<file path="src/rtl/neopixel_rx_if.sv">
// neopixel_rx_if: serial line in, decoded pixel stream and frame/error events out.
interface neopixel_rx_if #(
    parameter int NUM_PIXELS = 8
);
    logic                          neopixel_data;
    logic                          pixel_valid;
    logic [$clog2(NUM_PIXELS)-1:0] pixel_index;
    logic [7:0]                    red;
    logic [7:0]                    green;
    logic [7:0]                    blue;
    logic                          frame_done;
    logic                          error;
    logic                          overflow;
    modport master (
        input  neopixel_data,
        output pixel_valid, pixel_index, red, green, blue, frame_done, error, overflow
    );
    modport slave (
        output neopixel_data,
        input  pixel_valid, pixel_index, red, green, blue, frame_done, error, overflow
    );
endinterface

</file>
<file path="src/rtl/neopixel_rx.sv">
// neopixel_rx: WS2812 serial decoder producing per-pixel GRB bytes plus latch and error events.
module neopixel_rx #(
    parameter int NUM_PIXELS   = 8,
    parameter int MIN_HIGH     = 8,
    parameter int BIT_THRESH   = 30,
    parameter int MAX_HIGH     = 60,
    parameter int LATCH_CYCLES = 2500
) (
    input logic           CLOCK_50,
    input logic           reset,
    neopixel_rx_if.master bus
);
    localparam int IW = $clog2(NUM_PIXELS);
    localparam int PW = $clog2(NUM_PIXELS + 1);
    localparam int LW = $clog2(LATCH_CYCLES + 1);
    localparam int HW = $clog2(MAX_HIGH + 1);
    localparam logic [LW-1:0] LATCH = LW'(LATCH_CYCLES);
    localparam logic [HW-1:0] MINH  = HW'(MIN_HIGH);
    localparam logic [HW-1:0] THR   = HW'(BIT_THRESH);
    localparam logic [HW-1:0] MAXH  = HW'(MAX_HIGH);
    localparam logic [PW-1:0] NPIX  = PW'(NUM_PIXELS);

    typedef enum logic [1:0] {SYNC, LOW, HIGH} state_t;

    state_t        state, state_n;
    logic          s0, line, line_d, rise;
    logic [23:0]   sr, sr_n;
    logic [4:0]    bit_cnt, bit_cnt_n;
    logic [PW-1:0] pix_cnt, pix_cnt_n;
    logic [LW-1:0] low_cnt, low_cnt_n, low_inc;
    logic [HW-1:0] high_cnt, high_cnt_n, high_inc;
    logic          word_done, word_done_n, frame_n, err_n, ovf_n;

    assign rise     = line & ~line_d;
    assign low_inc  = low_cnt + LW'(1);
    assign high_inc = high_cnt + HW'(1);

    always_comb begin
        state_n     = state;
        sr_n        = sr;
        bit_cnt_n   = bit_cnt;
        pix_cnt_n   = pix_cnt;
        low_cnt_n   = low_cnt;
        high_cnt_n  = high_cnt;
        word_done_n = 1'b0;
        frame_n     = 1'b0;
        err_n       = 1'b0;
        ovf_n       = bus.overflow;
        case (state)
            SYNC: begin
                low_cnt_n = line ? '0 : low_inc;
                if (!line && low_inc == LATCH) begin
                    state_n   = LOW;
                    pix_cnt_n = '0;
                    ovf_n     = 1'b0;
                end
            end
            LOW: begin
                if (rise) begin
                    high_cnt_n = HW'(1);
                    state_n    = HIGH;
                end else if (low_cnt != LATCH) begin
                    low_cnt_n = low_inc;
                    if (low_inc == LATCH && bit_cnt != 5'd0) begin
                        err_n     = 1'b1;
                        state_n   = SYNC;
                        low_cnt_n = '0;
                        bit_cnt_n = '0;
                    end else if (low_inc == LATCH && pix_cnt != '0) begin
                        frame_n   = 1'b1;
                        pix_cnt_n = '0;
                        ovf_n     = 1'b0;
                    end
                end
            end
            HIGH: begin
                if (line ? high_inc == MAXH : high_cnt < MINH) begin
                    err_n     = 1'b1;
                    state_n   = SYNC;
                    low_cnt_n = '0;
                    bit_cnt_n = '0;
                end else if (line) begin
                    high_cnt_n = high_inc;
                end else begin
                    // the fall cycle is already the first low cycle of the gap
                    sr_n      = {sr[22:0], high_cnt >= THR};
                    low_cnt_n = LW'(1);
                    state_n   = LOW;
                    bit_cnt_n = (bit_cnt == 5'd23) ? 5'd0 : bit_cnt + 5'd1;
                    if (bit_cnt == 5'd23 && pix_cnt != NPIX) begin
                        word_done_n = 1'b1;
                        pix_cnt_n   = pix_cnt + PW'(1);
                    end else if (bit_cnt == 5'd23) begin
                        ovf_n = 1'b1;
                    end
                end
            end
            default: state_n = SYNC;
        endcase
    end

    always_ff @(posedge CLOCK_50) begin
        if (reset) begin
            s0              <= 1'b0;
            line            <= 1'b0;
            line_d          <= 1'b0;
            state           <= SYNC;
            sr              <= '0;
            bit_cnt         <= '0;
            pix_cnt         <= '0;
            low_cnt         <= '0;
            high_cnt        <= '0;
            word_done       <= 1'b0;
            bus.pixel_valid <= 1'b0;
            bus.pixel_index <= '0;
            bus.red         <= '0;
            bus.green       <= '0;
            bus.blue        <= '0;
            bus.frame_done  <= 1'b0;
            bus.error       <= 1'b0;
            bus.overflow    <= 1'b0;
        end else begin
            s0              <= bus.neopixel_data;
            line            <= s0;
            line_d          <= line;
            state           <= state_n;
            sr              <= sr_n;
            bit_cnt         <= bit_cnt_n;
            pix_cnt         <= pix_cnt_n;
            low_cnt         <= low_cnt_n;
            high_cnt        <= high_cnt_n;
            word_done       <= word_done_n;
            bus.pixel_valid <= word_done;
            bus.frame_done  <= frame_n;
            bus.error       <= err_n;
            bus.overflow    <= ovf_n;
            if (word_done) begin
                {bus.green, bus.red, bus.blue} <= sr;
                bus.pixel_index                <= IW'(pix_cnt - PW'(1));
            end
        end
    end
endmodule

</file>
<file path="src/flat_wrapper.sv">
// flat-port wrapper written by rule: the top's interface ports become plain ports
module neopixel_rx_flat 
#(
    parameter int NUM_PIXELS   = 8,
    parameter int MIN_HIGH     = 8,
    parameter int BIT_THRESH   = 30,
    parameter int MAX_HIGH     = 60,
    parameter int LATCH_CYCLES = 2500
)
  (CLOCK_50, reset, bus_neopixel_data, bus_pixel_valid, bus_pixel_index, bus_red, bus_green, bus_blue, bus_frame_done, bus_error, bus_overflow);
  neopixel_rx_if #(.NUM_PIXELS(NUM_PIXELS)) bus_i ();
  input logic CLOCK_50;
  input logic reset;
  input wire logic [$bits(bus_i.neopixel_data)-1:0] bus_neopixel_data;
  output wire logic [$bits(bus_i.pixel_valid)-1:0] bus_pixel_valid;
  output wire logic [$bits(bus_i.pixel_index)-1:0] bus_pixel_index;
  output wire logic [$bits(bus_i.red)-1:0] bus_red;
  output wire logic [$bits(bus_i.green)-1:0] bus_green;
  output wire logic [$bits(bus_i.blue)-1:0] bus_blue;
  output wire logic [$bits(bus_i.frame_done)-1:0] bus_frame_done;
  output wire logic [$bits(bus_i.error)-1:0] bus_error;
  output wire logic [$bits(bus_i.overflow)-1:0] bus_overflow;
  assign bus_i.neopixel_data = bus_neopixel_data;
  assign bus_pixel_valid = bus_i.pixel_valid;
  assign bus_pixel_index = bus_i.pixel_index;
  assign bus_red = bus_i.red;
  assign bus_green = bus_i.green;
  assign bus_blue = bus_i.blue;
  assign bus_frame_done = bus_i.frame_done;
  assign bus_error = bus_i.error;
  assign bus_overflow = bus_i.overflow;
  neopixel_rx #(.NUM_PIXELS(NUM_PIXELS), .MIN_HIGH(MIN_HIGH), .BIT_THRESH(BIT_THRESH), .MAX_HIGH(MAX_HIGH), .LATCH_CYCLES(LATCH_CYCLES)) u_core (.CLOCK_50(CLOCK_50), .reset(reset), .bus(bus_i));
endmodule
</file>
<file path="config.mk">
export PLATFORM = sky130hd
export DESIGN_NAME = neopixel_rx_flat
export DESIGN_NICKNAME = d
export VERILOG_FILES = /design/src/rtl/neopixel_rx_if.sv /design/src/rtl/neopixel_rx.sv /design/src/flat_wrapper.sv
export SDC_FILE = /design/constraint.sdc
export NUM_CORES = 1
export LEC_CHECK = 0
export CAP_MARGIN = 20
export CORE_UTILIZATION = 65
export CTS_CLUSTER_DIAMETER = 50
export DETAILED_ROUTE_END_ITERATION = 10
export DONT_BUFFER_PORTS = 1
export PLACE_DENSITY = 0.77
export SLEW_MARGIN = 20
export SYNTH_ARGS = -nofsm -noshare
export SYNTH_HDL_FRONTEND = slang
export SYNTH_SLANG_ARGS = --single-unit
</file>
<file path="constraint.sdc">
create_clock -name CLOCK_50 -period 4.7 [get_ports CLOCK_50]
set_clock_uncertainty 0.2 [all_clocks]
set_input_delay 0.94 -clock CLOCK_50 [delete_from_list [all_inputs] [get_ports CLOCK_50]]
set_output_delay 0.94 -clock CLOCK_50 [all_outputs]
set_load 0.01 [all_outputs]
</file>
; Yosys cells after proc, flatten, opt, wreduce, memory -nomap -nowiden
; Index checks and enable logic that the tools add are counted.
[word_totals]
wordCells = 126
inputBits = 3
reg_bits = 88
output_inout_bits = 31
[classes]
n_eq_ne = 23
add_sub_neg = 5
n_reduce_logical = 19
n_bitwise = 7
muxes = 52
n_lt_le_gt_ge = 2
[op_table]
columns = op, n
row1 = 12-bit 2-to-1 mux, 6
row2 = 12-bit case mux with 3 select lines, 1
row3 = 4-bit 2-to-1 mux, 8
row4 = 5-bit 2-to-1 mux, 6
row5 = 6-bit 2-to-1 mux, 3
row6 = 1-bit 2-to-1 mux, 16
row7 = "2-bit by 1-bit inequality test with 1-bit output, second input constant", 8
row8 = "12-bit by 1-bit adder with 12-bit output, second input constant", 1
row9 = "12-bit == test, second input constant", 1
row10 = 2-bit 2-to-1 mux, 6
row11 = "12-bit inequality test, second input constant", 1
row12 = 4-bit case mux with 3 select lines, 1
row13 = 6-bit case mux with 2 select lines, 1
row14 = 4-bit AND reduction, 3
row15 = "2-bit inequality test, second input constant", 5
row16 = 5-bit case mux with 2 select lines, 1
row17 = 10-bit AND reduction, 1
row18 = 9-bit AND reduction, 1
row19 = "6-bit by 1-bit adder with 6-bit output, second input constant", 1
row20 = "6-bit == test, second input constant", 1
row21 = "6-bit by 5-bit greater-or-equal comparator with 1-bit output, second input constant", 1
row22 = "6-bit by 4-bit less-than comparator with 1-bit output, second input constant", 1
row23 = "3-bit by 1-bit inequality test with 1-bit output, second input constant", 2
row24 = 1-bit NOT, 6
row25 = 23 further kinds, 26

; Depth between registers and ports, before layout
[logic_depth]
word_depth = 8
mapped_depth = 9
depth_no_buf = 8

; Worst setup path after synthesis
; OpenSTA, ideal clock, no wires.
[synth_timing]
path_type = register to register
start = register u_core.low_cnt[0]
end = register u_core.pix_cnt[0]
t_arrival_ns = 2.199
n_path_buf = 0
setup_slack_ns = 2.228
setup_ns = 0.073
required_ns = 4.427
stages_incl_launch_ff = 8
period_less_slack_ns = 2.472
path_cell_list = dfxtp_1 -> ha_1 -> nand2_1 -> nor4_4 -> nand3_4 -> o41a_1 -> or4_4 -> o22ai_2
[synth_between]
elab_chain_cells = 5
elab_cells_between_ends = 11
classes_between = 1 x add/sub / 6 x eq/ne / 4 x reduce/logical
[synth_rtl]
columns = element, line_no
row1 = from (decl), neopixel_rx.sv:30  ; logic [LW-1:0] low_cnt, low_cnt_n, low_inc;
row2 = from (signal assigned), neopixel_rx.sv:130  ; low_cnt <= low_cnt_n;
row3 = 12-bit by 1-bit adder with 12-bit output, neopixel_rx.sv:35  ; assign low_inc = low_cnt + LW'(1);
row4 = 12-bit == test, "neopixel_rx.sv:52, neopixel_rx.sv:64, neopixel_rx.sv:69"
row5 = 1-bit logical AND (on tied branches), "neopixel_rx.sv:64, neopixel_rx.sv:52, neopixel_rx.sv:69"
row6 = 2-bit inequality test (no source line) / 2-bit by 1-bit inequality test with 1-bit output (equally long branches), n/a
row7 = 9-bit AND reduction (no source line) (*), n/a
row8 = to (signal assigned), neopixel_rx.sv:129  ; pix_cnt <= pix_cnt_n;
row9 = to (decl), neopixel_rx.sv:29  ; logic [PW-1:0] pix_cnt, pix_cnt_n;
; Mark *: on every way between the ends. The rest lies on a longest branch, timed or not.
; A chain may end at the register's enable or synchronous reset.

; Worst setup path in the final report
[layout_timing]
start = register u_core.state[0]
end = register u_core.low_cnt[10]
[layout_between]
elab_chain_cells = 3
elab_cells_between_ends = 9
classes_between = 5 x eq/ne / 1 x mux / 3 x reduce/logical
[layout_rtl]
columns = element, line_no
row1 = from (decl), neopixel_rx.sv:25  ; state_t state, state_n;
row2 = from (signal assigned), neopixel_rx.sv:126  ; state <= state_n;
row3 = 2-bit == test (tied with other cells), neopixel_rx.sv:49  ; case (state)
row4 = 3-bit inequality test (no source line) (tied with other cells), n/a
row5 = 4-bit AND reduction (no source line), n/a
; Parallel ways exist; a longest one is shown, timed or not.

==> run summary <==
A synthesized cell averages 8.51 um2. In this run the static leakage power is 1.33 nW. In the final layout, the multi-input gates occupy 0.00214 mm2.

The count of nets left with antenna violations once routing finished came out at 0. The run gives 2967 as the number of global-route vias before repair. CTS placed an instance of clkbuf_8 at the clock tree root.

The sequential-to-total area share from yosys stat is 43.1%. In this run the count of I/O pins placed on the die edge is 34. Counting every instance in the synthesized netlist gives 481.

The logs give 56 for the count of different cell masters after synthesis and 0 for the initial antenna violation count. At the end of routability-driven placement, the weighted congestion stood at 0.880. The logs give 28 for the number of cell rows and 0 for the number of resized instances in the post-cts repair step. The first TritonRoute pass finished after 5 iterations. The cts-stage hold buffer count is 0. In the layout the commonest cells are dfxtp_1, nand2_1, nor2_1.

The Yosys step of the flow raised 0 warnings. The count of clock tree sinks was 88; the switching part of the total was 26.2%. For the sum of routed wire length over all layers, the log shows 8.43 mm.

The worst pin sits at a relative slew slack of 38.4%. The DRC marker count from the first detailed-route iteration is 224. After global routing the overflow that remains totals 0.

The internal power of the cells totals 0.978 mW. The minimum clock period after layout was 2.92 ns; the area taken by flip-flops and latches was 0.00176 mm2. The actual transition at the worst max-transition pin is 0.919 ns, and the fraction of registers with async set or reset after synthesis is 0%. For the buffer depth of the longest clock path, the log shows 2. The path category of the worst min-delay check was register to register.

In this run, the combinational gates consume 6.3% of the power. For the clock group share of total power, the log shows 36.1%. The first global-routing pass estimated 13.4 mm of wire. The H-tree depth reported by CTS was 3. The run finished with clean final reports.

After synthesis the netlist holds a flip-flop and latch count of 88. The via count was 3411; the worst-path maximum fanout was 11. STA classifies the critical path endpoint as a register.

The share of the cycle needed by the critical path after routing was 62.0%; the hold slack was 0.242 ns. In this run the power density over the cells is 311 mW/mm2. The run gives 0 as the diode insertion count for antenna repair. The share of final-layout standard cells stronger than drive strength 1 is 7.46%.

The post-synthesis instance area is 0.00409 mm2. The critical path start-end classification is register to register. The tools report the clock insertion delay at the later pin of the skew report as 0.35 ns. For this run, the leading register cell type out of synthesis is dfxtp_1.

For the sum of net half-perimeters after detailed placement, the log shows 5.69 mm. For the number of nets produced by synthesis, the log shows 496. Across every metal layer, demand over resource in global routing totals 26.2%. The count of pins over their slew limit is 0. The core area is 0.00599 mm2, and the overall die width is 81.3 um. Fmax: 343 MHz.

For the maximum vdd ir drop, the log shows 200 uV. Dividing the detail-routed wire length by the instance count gives 15.5 um. TritonCTS created 9 clock buffers. The layout filler cell count was 498. Data on the critical path is required at its endpoint by 4.72 ns.

The sort of element at the start of the critical path was a register. At the worst endpoint, the arrival time is 2.94 ns. The max-capacitance violation count came out at 0. TritonCTS built the clock tree. The floorplan die height was 81.3 um; the number of post-CTS setup repair buffers was 0. Entering global routing, the biggest net connects 80 pins. Area of the die: 0.00662 mm2. The run gives 0 as the final hold violation count.

The logs give 0 for the detailed-route DRC error count and 0.347 mW for the switching power summed over all nets. The starting density of the core was 68.3%; the number of nets in the layout was 479. From synthesis to final layout, the design area changed by 4.10%.

Setup repair after global routing left no endpoint under its margin. The via density per instance was 6.27; the count of buffers from port buffering was 0. After clock tree synthesis, the clock-pin slew on the worst setup and hold paths is 0.09 ns.

In this run, flip-flops and latches consume 57.6% of the power. In this run, synthesis inferred 0 flip-flops with an integrated enable. Leaving out fill and tap cells, the most frequent cell in the layout is dfxtp_1.

Final number of setup-violating endpoints: 0. In the final timing run, aggregate negative setup slack is 0 ns.
path summary, 6_finish.rpt:
path                                       from  cells after the start  slack (ns)                 end
worst min register to register        u_core.s0                      1        0.24         u_core.line
worst max register to register  u_core.state[0]                      7        1.78  u_core.low_cnt[10]
worst max-delay path            u_core.state[0]                      7        1.78  u_core.low_cnt[10]
worst min-delay path                  u_core.s0                      1        0.24         u_core.line
layer usage:
metal  wire length, um  GRT usage, %  vias to the layer above
li1                  -             -                     1694
met1              3890          34.2                     1618
met2              4100          42.1                       85
met3               338          5.39                       14
met4               110          10.5                        0
met5                 0             0                        -
metrics by stage:
step / cell area, um2 / cells / power (mW) / setup WS, ns / utilization (%)
2_1_floorplan: 4090 / 481 / 0.853 / 2.23 / -
3_3_place_gp: 4080 / 528 / 0.861 / 1.98 / 68.1
5_1_grt: 4260 / 544 / 1.38 / 1.54 / 71.1
4_1_cts: 4260 / 544 / 1.33 / 1.83 / 71.1
3_5_place_dp: 4080 / 528 / 0.863 / 1.86 / 68.1
6_report: 4260 / 544 / 1.33 / 1.78 / 71.1
cell type report:
cell class                 instances  area share (%)
timing repair buffer               2           0.353
multi-input combinational        344            50.2
sequential                        88            41.4
clock inverter                     6            1.18
tap                               75            2.20
inverter                          19            1.67
clock buffer                      10            3.00
Yosys cell counts (2+ instances only):
cell type  instances  share of area (%)
nor4_1             6               0.92
o41ai_1            4               0.86
nor2_1            45                4.1
nand2b_1           5               0.76
or3_1              3               0.46
nand4_1            4               0.61
o2111ai_1          4               0.86
o211ai_1           6                1.1
o31ai_1            2               0.37
o21ai_0           14                1.7
buf_1              5               0.46
a21oi_1           36                4.4
a32o_1             3               0.73
and3_1             4               0.61
nand3_1           14                1.7
nand2_1           79                7.2
nand4b_1           3               0.64
a211oi_1           5               0.92
or2_2              2               0.31
or4_1              2               0.37
and4b_1            4               0.98
a311oi_1           5                1.1
nor2b_1            8                1.2
a31o_2             2               0.43
or4_2              2               0.43
a31oi_1            4               0.61
mux2i_1           26                6.4
nor3_1             9                1.1
nor3b_1            5               0.92
buf_2              3               0.37
dfxtp_1           88                 43
o311ai_0           7                1.5
clkbuf_1          21                1.9
inv_1             18                1.7
ha_1              12                3.7
power groups by stage:
stage / logic, mW / clock network [mW] / registers, mW
after CTS: 0.0822 / 0.487 / 0.764
final: 0.0833 / 0.478 / 0.764
after global routing: 0.0931 / 0.517 / 0.765
after floorplan: 0.0760 / 0 / 0.776
after global placement: 0.0807 / 0 / 0.781
after detailed placement: 0.0814 / 0 / 0.781
kinds of logic (layout without fill, tap and decap cells):
family,count (synthesis),count (layout),share of synthesized area (%)
flip-flops,88,88,43.1
AO/OA/AOI/OAI,105,105,17.7
multiplexers,26,26,6.36
AND/OR/NAND/NOR,201,201,24.5
adder cells (fa/ha/maj),12,12,3.67
buffers and inverters,49,37,4.77
state kept, by name (all words and copies together) (netlist names), 2 cells and up:
name,cells
u_core.bit_cnt,5
u_core.bus.blue,8
u_core.low_cnt,12
u_core.state,2
u_core.bus.red,8
u_core.bus.green,8
u_core.pix_cnt,4
u_core.high_cnt,6
u_core.bus.pixel_index,3
u_core.sr,24
critical path, cell delays in order, from the launching register on:
cell      delay (ns)
dfxtp_1         0.36
inv_1           0.09
ha_1            0.33
clkinv_1        0.31
a211oi_1        0.80
o31a_1          0.48
nand2_1         0.11
o311ai_0        0.11
Note: power is estimated with default switching activity, not from simulation.
